===== src/rtl/mod_arith_pkg.sv =====
// Shared definitions for the ECC V-register command sequencer: micro-op
// codes, sequencer state encoding and the control part of a queued command.
package mod_arith_pkg;

    typedef enum logic [1:0] {
        OP_V_SETX  = 2'b00,
        OP_V_TCAST = 2'b01,
        OP_V_SETU  = 2'b10,
        OP_V_SWAP  = 2'b11
    } v_op_e;

    typedef enum logic [1:0] {
        ST_IDLE     = 2'b00,
        ST_WAIT_ACK = 2'b01,
        ST_WAIT_RTB = 2'b10,
        ST_RECOVER  = 2'b11
    } seq_state_e;

    // Control fields of a queued command; the tag is appended separately
    // because its width is a module parameter.
    typedef struct packed {
        v_op_e op;
        logic  clr;
        logic  accv;
        logic  md;
    } cmd_ctl_t;

    localparam int CMD_CTL_W = $bits(cmd_ctl_t);

    // Only a real TCAST starts an RTB conversion; a clear ignores the op.
    function automatic logic is_long_op(input cmd_ctl_t c);
        return !c.clr && (c.op == OP_V_TCAST);
    endfunction

endpackage


===== src/rtl/mod_arith_v_seq_if.sv =====
// Command/completion bus between the ECC top-level controller (master)
// and the V-register sequencer (slave).
interface mod_arith_v_seq_if #(
    parameter int TAG_W = 4
);
    logic             cmd_valid;
    logic             cmd_ready;
    logic [1:0]       cmd_op;
    logic             cmd_clr;
    logic             cmd_accv;
    logic             cmd_mod;
    logic [TAG_W-1:0] cmd_tag;
    logic             done;
    logic [TAG_W-1:0] done_tag;

    modport master (
        output cmd_valid, cmd_op, cmd_clr, cmd_accv, cmd_mod, cmd_tag,
        input  cmd_ready, done, done_tag
    );

    modport slave (
        input  cmd_valid, cmd_op, cmd_clr, cmd_accv, cmd_mod, cmd_tag,
        output cmd_ready, done, done_tag
    );
endinterface


===== src/rtl/mod_arith_cmd_fifo.sv =====
// Small synchronous command FIFO with flush; the head entry is readable
// combinationally whenever head_valid is high.
module mod_arith_cmd_fifo #(
    parameter int DEPTH = 4,
    parameter int W     = 9
) (
    input  logic         clk,
    input  logic         rst,
    input  logic         flush,
    input  logic         push,
    input  logic [W-1:0] push_data,
    input  logic         pop,
    output logic [W-1:0] head_data,
    output logic         head_valid,
    output logic         full
);
    localparam int AW = $clog2(DEPTH);

    logic [W-1:0]  mem [DEPTH];
    logic [AW-1:0] wr_ptr;
    logic [AW-1:0] rd_ptr;
    logic [AW:0]   count;
    logic          do_push;
    logic          do_pop;

    assign full       = (count == (AW+1)'(DEPTH));
    assign head_valid = (count != '0);
    assign head_data  = mem[rd_ptr];
    assign do_push    = push && !full && !flush;
    assign do_pop     = pop && head_valid && !flush;

    // Pointer and occupancy bookkeeping; pointers wrap naturally (DEPTH is 2^n).
    always_ff @(posedge clk or posedge rst) begin
        if (rst) begin
            wr_ptr <= '0;
            rd_ptr <= '0;
            count  <= '0;
        end else if (flush) begin
            wr_ptr <= '0;
            rd_ptr <= '0;
            count  <= '0;
        end else begin
            if (do_push) wr_ptr <= wr_ptr + AW'(1);
            if (do_pop)  rd_ptr <= rd_ptr + AW'(1);
            case ({do_push, do_pop})
                2'b10:   count <= count + (AW+1)'(1);
                2'b01:   count <= count - (AW+1)'(1);
                default: count <= count;
            endcase
        end
    end

    // Entry storage carries only data, so it needs no reset.
    always_ff @(posedge clk) begin
        if (do_push) mem[wr_ptr] <= push_data;
    end
endmodule


===== src/rtl/mod_arith_v_seq.sv =====
// V-register command sequencer: queues micro-ops, issues them one at a
// time, holds the source/modulus selects across an RTB conversion, returns
// a tagged done and recovers a hung conversion via a watchdog.
module mod_arith_v_seq
    import mod_arith_pkg::*;
#(
    parameter int DEPTH    = 4,
    parameter int TAG_W    = 4,
    parameter int MAX_WAIT = 24
) (
    input  logic                clk,
    input  logic                rst,
    mod_arith_v_seq_if.slave    cmd,
    input  logic                abort,
    output logic [1:0]          v_op,
    output logic                v_en,
    output logic                v_clr,
    output logic                opt_accv,
    output logic                flg_mod,
    input  logic                v_busy,
    output logic                seq_busy,
    output logic                err
);
    localparam int ENTRY_W = CMD_CTL_W + TAG_W;
    localparam int TW      = $clog2(MAX_WAIT);

    seq_state_e       state_q, state_d;
    logic [ENTRY_W-1:0] head_data;
    cmd_ctl_t         head_ctl;
    logic [TAG_W-1:0] head_tag;
    logic             head_valid;
    logic             full;
    logic             push;
    logic             issue;
    logic             done_set;
    logic [TAG_W-1:0] done_tag_d;
    logic             err_set;
    logic [TW-1:0]    timer_q;
    logic             accv_q, mod_q, done_q, err_q;
    logic [TAG_W-1:0] tag_q, done_tag_q;

    assign cmd.cmd_ready = !full && !abort;
    assign push          = cmd.cmd_valid && cmd.cmd_ready;
    assign {head_ctl, head_tag} = head_data;

    mod_arith_cmd_fifo #(.DEPTH(DEPTH), .W(ENTRY_W)) u_fifo (
        .clk        (clk),
        .rst        (rst),
        .flush      (abort),
        .push       (push),
        .push_data  ({cmd.cmd_op, cmd.cmd_clr, cmd.cmd_accv, cmd.cmd_mod, cmd.cmd_tag}),
        .pop        (issue),
        .head_data  (head_data),
        .head_valid (head_valid),
        .full       (full)
    );

    // State register.
    always_ff @(posedge clk or posedge rst) begin
        if (rst) state_q <= ST_IDLE;
        else     state_q <= state_d;
    end

    // Next-state, issue strobes and completion/error decisions.
    always_comb begin
        state_d    = state_q;
        issue      = 1'b0;
        v_en       = 1'b0;
        v_clr      = 1'b0;
        v_op       = OP_V_SETX;
        done_set   = 1'b0;
        done_tag_d = tag_q;
        err_set    = 1'b0;
        case (state_q)
            ST_IDLE: begin
                if (head_valid && !abort) begin
                    issue = 1'b1;
                    if (head_ctl.clr) begin
                        v_clr = 1'b1;
                    end else begin
                        v_en = 1'b1;
                        v_op = head_ctl.op;
                    end
                    if (is_long_op(head_ctl)) begin
                        state_d = ST_WAIT_ACK;
                    end else begin
                        done_set   = 1'b1;
                        done_tag_d = head_tag;
                    end
                end
            end
            ST_WAIT_ACK: begin
                if (abort) begin
                    state_d = ST_RECOVER;
                end else if (v_busy) begin
                    state_d = ST_WAIT_RTB;
                end else begin
                    err_set = 1'b1;
                    state_d = ST_RECOVER;
                end
            end
            ST_WAIT_RTB: begin
                if (abort) begin
                    state_d = ST_RECOVER;
                end else if (!v_busy) begin
                    done_set = 1'b1;
                    state_d  = ST_IDLE;
                end else if (timer_q == TW'(MAX_WAIT - 1)) begin
                    err_set = 1'b1;
                    state_d = ST_RECOVER;
                end
            end
            ST_RECOVER: begin
                v_clr   = 1'b1;
                state_d = ST_IDLE;
            end
            default: state_d = ST_IDLE;
        endcase
    end

    // Watchdog: counts cycles spent in WAIT_RTB, zero on every entry.
    always_ff @(posedge clk or posedge rst) begin
        if (rst)                       timer_q <= '0;
        else if (state_q != ST_WAIT_RTB) timer_q <= '0;
        else                           timer_q <= timer_q + TW'(1);
    end

    // Held selects, in-flight tag, done pulse and sticky error.
    always_ff @(posedge clk or posedge rst) begin
        if (rst) begin
            accv_q     <= 1'b0;
            mod_q      <= 1'b0;
            tag_q      <= '0;
            done_q     <= 1'b0;
            done_tag_q <= '0;
            err_q      <= 1'b0;
        end else begin
            done_q <= done_set;
            if (done_set) done_tag_q <= done_tag_d;
            if (issue) begin
                accv_q <= head_ctl.accv;
                mod_q  <= head_ctl.md;
                tag_q  <= head_tag;
            end
            if (err_set) err_q <= 1'b1;
        end
    end

    // Selects follow the head in the issue cycle, then hold until next issue.
    assign opt_accv     = issue ? head_ctl.accv : accv_q;
    assign flg_mod      = issue ? head_ctl.md   : mod_q;
    assign cmd.done     = done_q;
    assign cmd.done_tag = done_tag_q;
    assign err          = err_q;
    assign seq_busy     = head_valid || (state_q != ST_IDLE);
endmodule


===== src/flat_wrapper.sv =====
// flat-port wrapper written by rule: the top's interface ports become plain ports
module mod_arith_v_seq_flat import mod_arith_pkg::*;
#(
    parameter int DEPTH    = 4,
    parameter int TAG_W    = 4,
    parameter int MAX_WAIT = 24
)
  (clk, rst, abort, v_op, v_en, v_clr, opt_accv, flg_mod, v_busy, seq_busy, err, cmd_cmd_valid, cmd_cmd_op, cmd_cmd_clr, cmd_cmd_accv, cmd_cmd_mod, cmd_cmd_tag, cmd_cmd_ready, cmd_done, cmd_done_tag);
  mod_arith_v_seq_if #(.TAG_W(TAG_W)) cmd_i ();
  input  logic clk;
  input  logic rst;
  input  logic abort;
  output logic [1:0] v_op;
  output logic v_en;
  output logic v_clr;
  output logic opt_accv;
  output logic flg_mod;
  input  logic v_busy;
  output logic seq_busy;
  output logic err;
  input wire logic [$bits(cmd_i.cmd_valid)-1:0] cmd_cmd_valid;
  input wire logic [$bits(cmd_i.cmd_op)-1:0] cmd_cmd_op;
  input wire logic [$bits(cmd_i.cmd_clr)-1:0] cmd_cmd_clr;
  input wire logic [$bits(cmd_i.cmd_accv)-1:0] cmd_cmd_accv;
  input wire logic [$bits(cmd_i.cmd_mod)-1:0] cmd_cmd_mod;
  input wire logic [$bits(cmd_i.cmd_tag)-1:0] cmd_cmd_tag;
  output wire logic [$bits(cmd_i.cmd_ready)-1:0] cmd_cmd_ready;
  output wire logic [$bits(cmd_i.done)-1:0] cmd_done;
  output wire logic [$bits(cmd_i.done_tag)-1:0] cmd_done_tag;
  assign cmd_i.cmd_valid = cmd_cmd_valid;
  assign cmd_i.cmd_op = cmd_cmd_op;
  assign cmd_i.cmd_clr = cmd_cmd_clr;
  assign cmd_i.cmd_accv = cmd_cmd_accv;
  assign cmd_i.cmd_mod = cmd_cmd_mod;
  assign cmd_i.cmd_tag = cmd_cmd_tag;
  assign cmd_cmd_ready = cmd_i.cmd_ready;
  assign cmd_done = cmd_i.done;
  assign cmd_done_tag = cmd_i.done_tag;
  mod_arith_v_seq #(.DEPTH(DEPTH), .TAG_W(TAG_W), .MAX_WAIT(MAX_WAIT)) u_core (.clk(clk), .rst(rst), .cmd(cmd_i), .abort(abort), .v_op(v_op), .v_en(v_en), .v_clr(v_clr), .opt_accv(opt_accv), .flg_mod(flg_mod), .v_busy(v_busy), .seq_busy(seq_busy), .err(err));
endmodule

===== config.mk =====
export PLATFORM = sky130hd
export DESIGN_NAME = mod_arith_v_seq_flat
export DESIGN_NICKNAME = d
export VERILOG_FILES = /design/src/rtl/mod_arith_pkg.sv /design/src/rtl/mod_arith_v_seq_if.sv /design/src/rtl/mod_arith_cmd_fifo.sv /design/src/rtl/mod_arith_v_seq.sv /design/src/flat_wrapper.sv
export SDC_FILE = /design/constraint.sdc
export NUM_CORES = 1
export LEC_CHECK = 0
export BUFFER_PORTS_ARGS = -buffer_cell sky130_fd_sc_hd__buf_2
export CAP_MARGIN = 15
export CORE_MARGIN = 3
export CORE_UTILIZATION = 58
export DETAILED_ROUTE_END_ITERATION = 8
export PLACE_DENSITY_LB_ADDON = 0.2
export SKIP_CTS_REPAIR_TIMING = 1
export SLEW_MARGIN = 20
export SYNTH_ARGS = -nofsm -noshare
export SYNTH_HDL_FRONTEND = slang
export SYNTH_SLANG_ARGS = --single-unit

===== constraint.sdc =====
create_clock -name clk -period 2.45 [get_ports clk]
set_input_delay 0.49 -clock clk [delete_from_list [all_inputs] [get_ports clk]]
set_output_delay 0.49 -clock clk [all_outputs]
set_load 0.1 [all_outputs]

==> flow_metrics.tcl <==
set metrics [dict create \
    finalClockSkew_ns 0.0164 \
    report.final.slew_viol_count 0 \
    cp-end-kind "primary output" \
    p_leak_nw 1.37 \
    setup_violations 0 \
    synth_top_area_share_pct 39.2 \
    synth.cell_area_sq_um 2760 \
    final_cell_count_no_fill 296 \
    n_antenna_cell 0 \
    synthTopCellsByArea "edfxtp_1, dfrtp_1, mux4_1, ha_1, nand2_1" \
    vias_per_cell 5.78 \
    cts_buffers 9 \
    grt_overflow 0 \
    regArea_sq_um 1730 \
    syn_avg_cell_area_sq_um 13.8 \
    cts_tree "done" \
    dr.pass1.iters 4 \
    drv_cap 0 \
    synth_warnings 0 \
    placed_cells 278 \
    p_sw_mw 1.58 \
    synth_seq_cells 62 \
    synth_edf_count 36 \
    fillers 281 \
    dr_total_vias 1710 \
    layout-drive-gt1-share_pct 29.5 \
    wirelength_mm 5.24 \
    reg2reg_to "u_core.u_fifo.count[2]$_DFFE_PP0P_" \
    startpoint_type "flop" \
    clockPowerShare_pct 23.5 \
    io_buffers 27 \
    worst-r2r-setup-slack_ns 0.28 \
    postSynth.asyncResetShare_pct 41.9 \
    power_per_cell_area_nw_per_um2 1140 \
    ant_nets 0 \
    cpPeakStageDelay_ns 0.44 \
    grt_max_degree 27 \
    drc_errors 0 \
    post-route-period-util_pct 98.1 \
    crit_type "flop to primary output" \
    grt_pass1_vias 1712 \
    clk_path_buf_depth 2 \
    seq_area_frac_synth_pct 62.8 \
    cp_data_required_time_ns 1.96 \
    slowest_stage "dfrtp_1" \
    syn_inst 200 \
    ys.flop_type "edfxtp_1" \
    crit_path_max_fanout 6 \
    combPwrFrac_pct 40.2 \
    ir_worst_vdd_mv 0.898 \
    reg2reg_from "u_core.u_fifo.count[1]$_DFFE_PP0P_" \
    rr_worst_depth 7 \
    antenna_found_initial 0 \
    cts_root_buf "clkbuf_8" \
    die_y_um 75.0 \
    path_cells "or3_4, and3_4, buf_4, nand2_1, nand2_2, buf_12" \
    min_path_type "input pin to asynchronous set/reset pin" \
    post-route-min-period_ns 2.40 \
    synth.most_common_cell "edfxtp_1" \
    tightestPinTransition_ns 0.492 \
    clock_sinks 62 \
    post_drt_wl_per_cell_um 17.7 \
    p_seq_share_pct 36.3 \
    fp.dieW_um 75.0 \
    grtUsageTotal_pct 20.0 \
    max_freq_mhz 416 \
    finalNetCount 264 \
    swShare_pct 41.7 \
    multi_input_area_sq_um 1020 \
    internal_power_mw 2.21 \
    core_sq_um 4470 \
    synthTopCellsByCount "edfxtp_1, nand2_1, dfrtp_1" \
    dieArea_sq_um 5620 \
    ys_types 35 \
    area_growth_pct 20.9 \
    slew_headroom_pct 67.2 \
    dr.first_iter.drc_count 155 \
    clkLatencyLatePin_ns 0.34 \
    place_congestion 0.924 \
    grt_pass1_wl_mm 7.92 \
    rows 24 \
    dpl.hpwl_mm 3.53 \
    rsz0062_at_grt "no" \
    path_clk_slew_ns 0.08 \
    ios 28 \
    utilization_pct 74.6 \
    h-tree-depth 3 \
    syn-num-nets 225 \
    outcome "complete, no violations" \
    arrival_ns 1.91 \
    start_util_pct 61.7 \
    crit_buf_inv 2 \
    yosys.area.top_type "edfxtp_1" \
    critical-path-top-delay-family "simple AND/OR/NAND/NOR gates" \
    hold_viol_final 0 \
]
-- cell type report --
class                      count  area share [%]
sequential                    62            52.0
multi-input combinational    123            30.7
timing repair buffer          36            8.63
clock buffer                   9            3.71
clock inverter                 7            2.21
tap                           52            1.95
inverter                       7           0.788
-- metrics by stage --
step                      hold WS, ns  power (mW)  TNS, ns  setup WS (ns)  instance area (sq um)
after global routing            0.206        3.95        0        0.00519                   3340
final                           0.196        3.79        0         0.0467                   3340
after CTS                       0.196        3.71   -0.452         -0.133                   3270
after detailed placement        0.459        2.82        0          0.180                   3070
after floorplan                 0.432        2.49   -0.170        -0.0921                   2790
after global placement          0.453        2.76        0          0.308                   3070
-- how the worst max path moves through the flow --
stage,start,end,slack [ns],depth (start not counted)
final,u_core.u_fifo.count[1]$_DFFE_PP0P_,flg_mod,0.05,6
after global routing,u_core.u_fifo.rd_ptr[0]$_DFFE_PP0P_,v_op[0],0.005,4
after global placement,u_core.u_fifo.count[2]$_DFFE_PP0P_,u_core.u_fifo.count[2]$_DFFE_PP0P_,0.31,7
after floorplan,u_core.u_fifo.rd_ptr[0]$_DFFE_PP0P_,v_op[1],-0.09,4
after CTS,u_core.u_fifo.count[2]$_DFFE_PP0P_,opt_accv,-0.13,6
after detailed placement,u_core.u_fifo.count[2]$_DFFE_PP0P_,u_core.u_fifo.count[2]$_DFFE_PP0P_,0.18,7
-- logic make-up (layout without fill, tap and decap cells) --
family          count (synthesis)  count (layout)  share of synthesized area, %
xor+xnor                        8               8                          2.54
simple gates                   68              68                          12.1
buf+inv                        15              59                          2.40
fa+ha+maj                      11              11                          5.26
flops                          62              62                          62.8
mux                            13              13                          9.75
compound gates                 23              23                          5.22
-- state kept, by name, indices dropped and copies added (netlist names), 2 cells and up --
signal	flops
u_core.state_q	2
u_core.u_fifo.count	3
u_core.cmd.done_tag	4
u_core.timer_q	5
u_core.u_fifo.rd_ptr	2
u_core.tag_q	4
u_core.u_fifo.mem	36
u_core.u_fifo.wr_ptr	2
-- worst min-delay path: cells and delay by family --
family / cells / cell delay [ns]
buffers and inverters: 3 / 0.45
-- cells in the final DEF (no fill, tap or decap), types with 2 or more instances in the layout --
cell type,Yosys,routed
dfrtp_2,0,2
nand3_1,4,3
nand2_1,30,28
mux4_1,7,6
buf_2,2,21
o21ai_1,5,5
o31ai_1,2,2
a211oi_1,3,3
a21oi_1,4,2
nor2_1,10,8
nor3_1,3,3
mux4_2,2,3
and2_4,0,2
ha_1,10,9
buf_6,1,2
mux2i_1,4,4
o21ai_0,4,4
inv_1,7,6
nor2_4,0,2
nand2b_1,2,2
clkinvlp_4,0,3
xnor2_1,5,5
nand2_2,0,2
and2_1,11,9
clkbuf_8,0,9
nor2b_1,2,2
buf_4,0,8
xor2_1,3,3
a21oi_2,1,3
edfxtp_1,36,36
buf_12,0,5
dfrtp_1,26,24
-- per-layer routing --
| layer | share of wire (%) | routed length, um | vias up | track usage (%) |
|---|---|---|---|---|
| li1 | - | - | 792 | - |
| met5 | 0 | 0 | - | 0 |
| met2 | 53 | 2760 | 38 | 33.6 |
| met4 | 1.7 | 88 | 0 | 10.7 |
| met3 | 3.7 | 194 | 6 | 6.14 |
| met1 | 42 | 2190 | 874 | 22.8 |
-- power by group through the flow --
stage	combinational [mW]	sequential (mW)	clock (mW)
6_report	1.53	1.38	0.892
3_3_place_gp	1.38	1.38	0
5_1_grt	1.61	1.39	0.943
2_1_floorplan	0.839	1.65	0
3_5_place_dp	1.43	1.39	0
4_1_cts	1.44	1.37	0.898
Power figures use the tool's default switching activity.
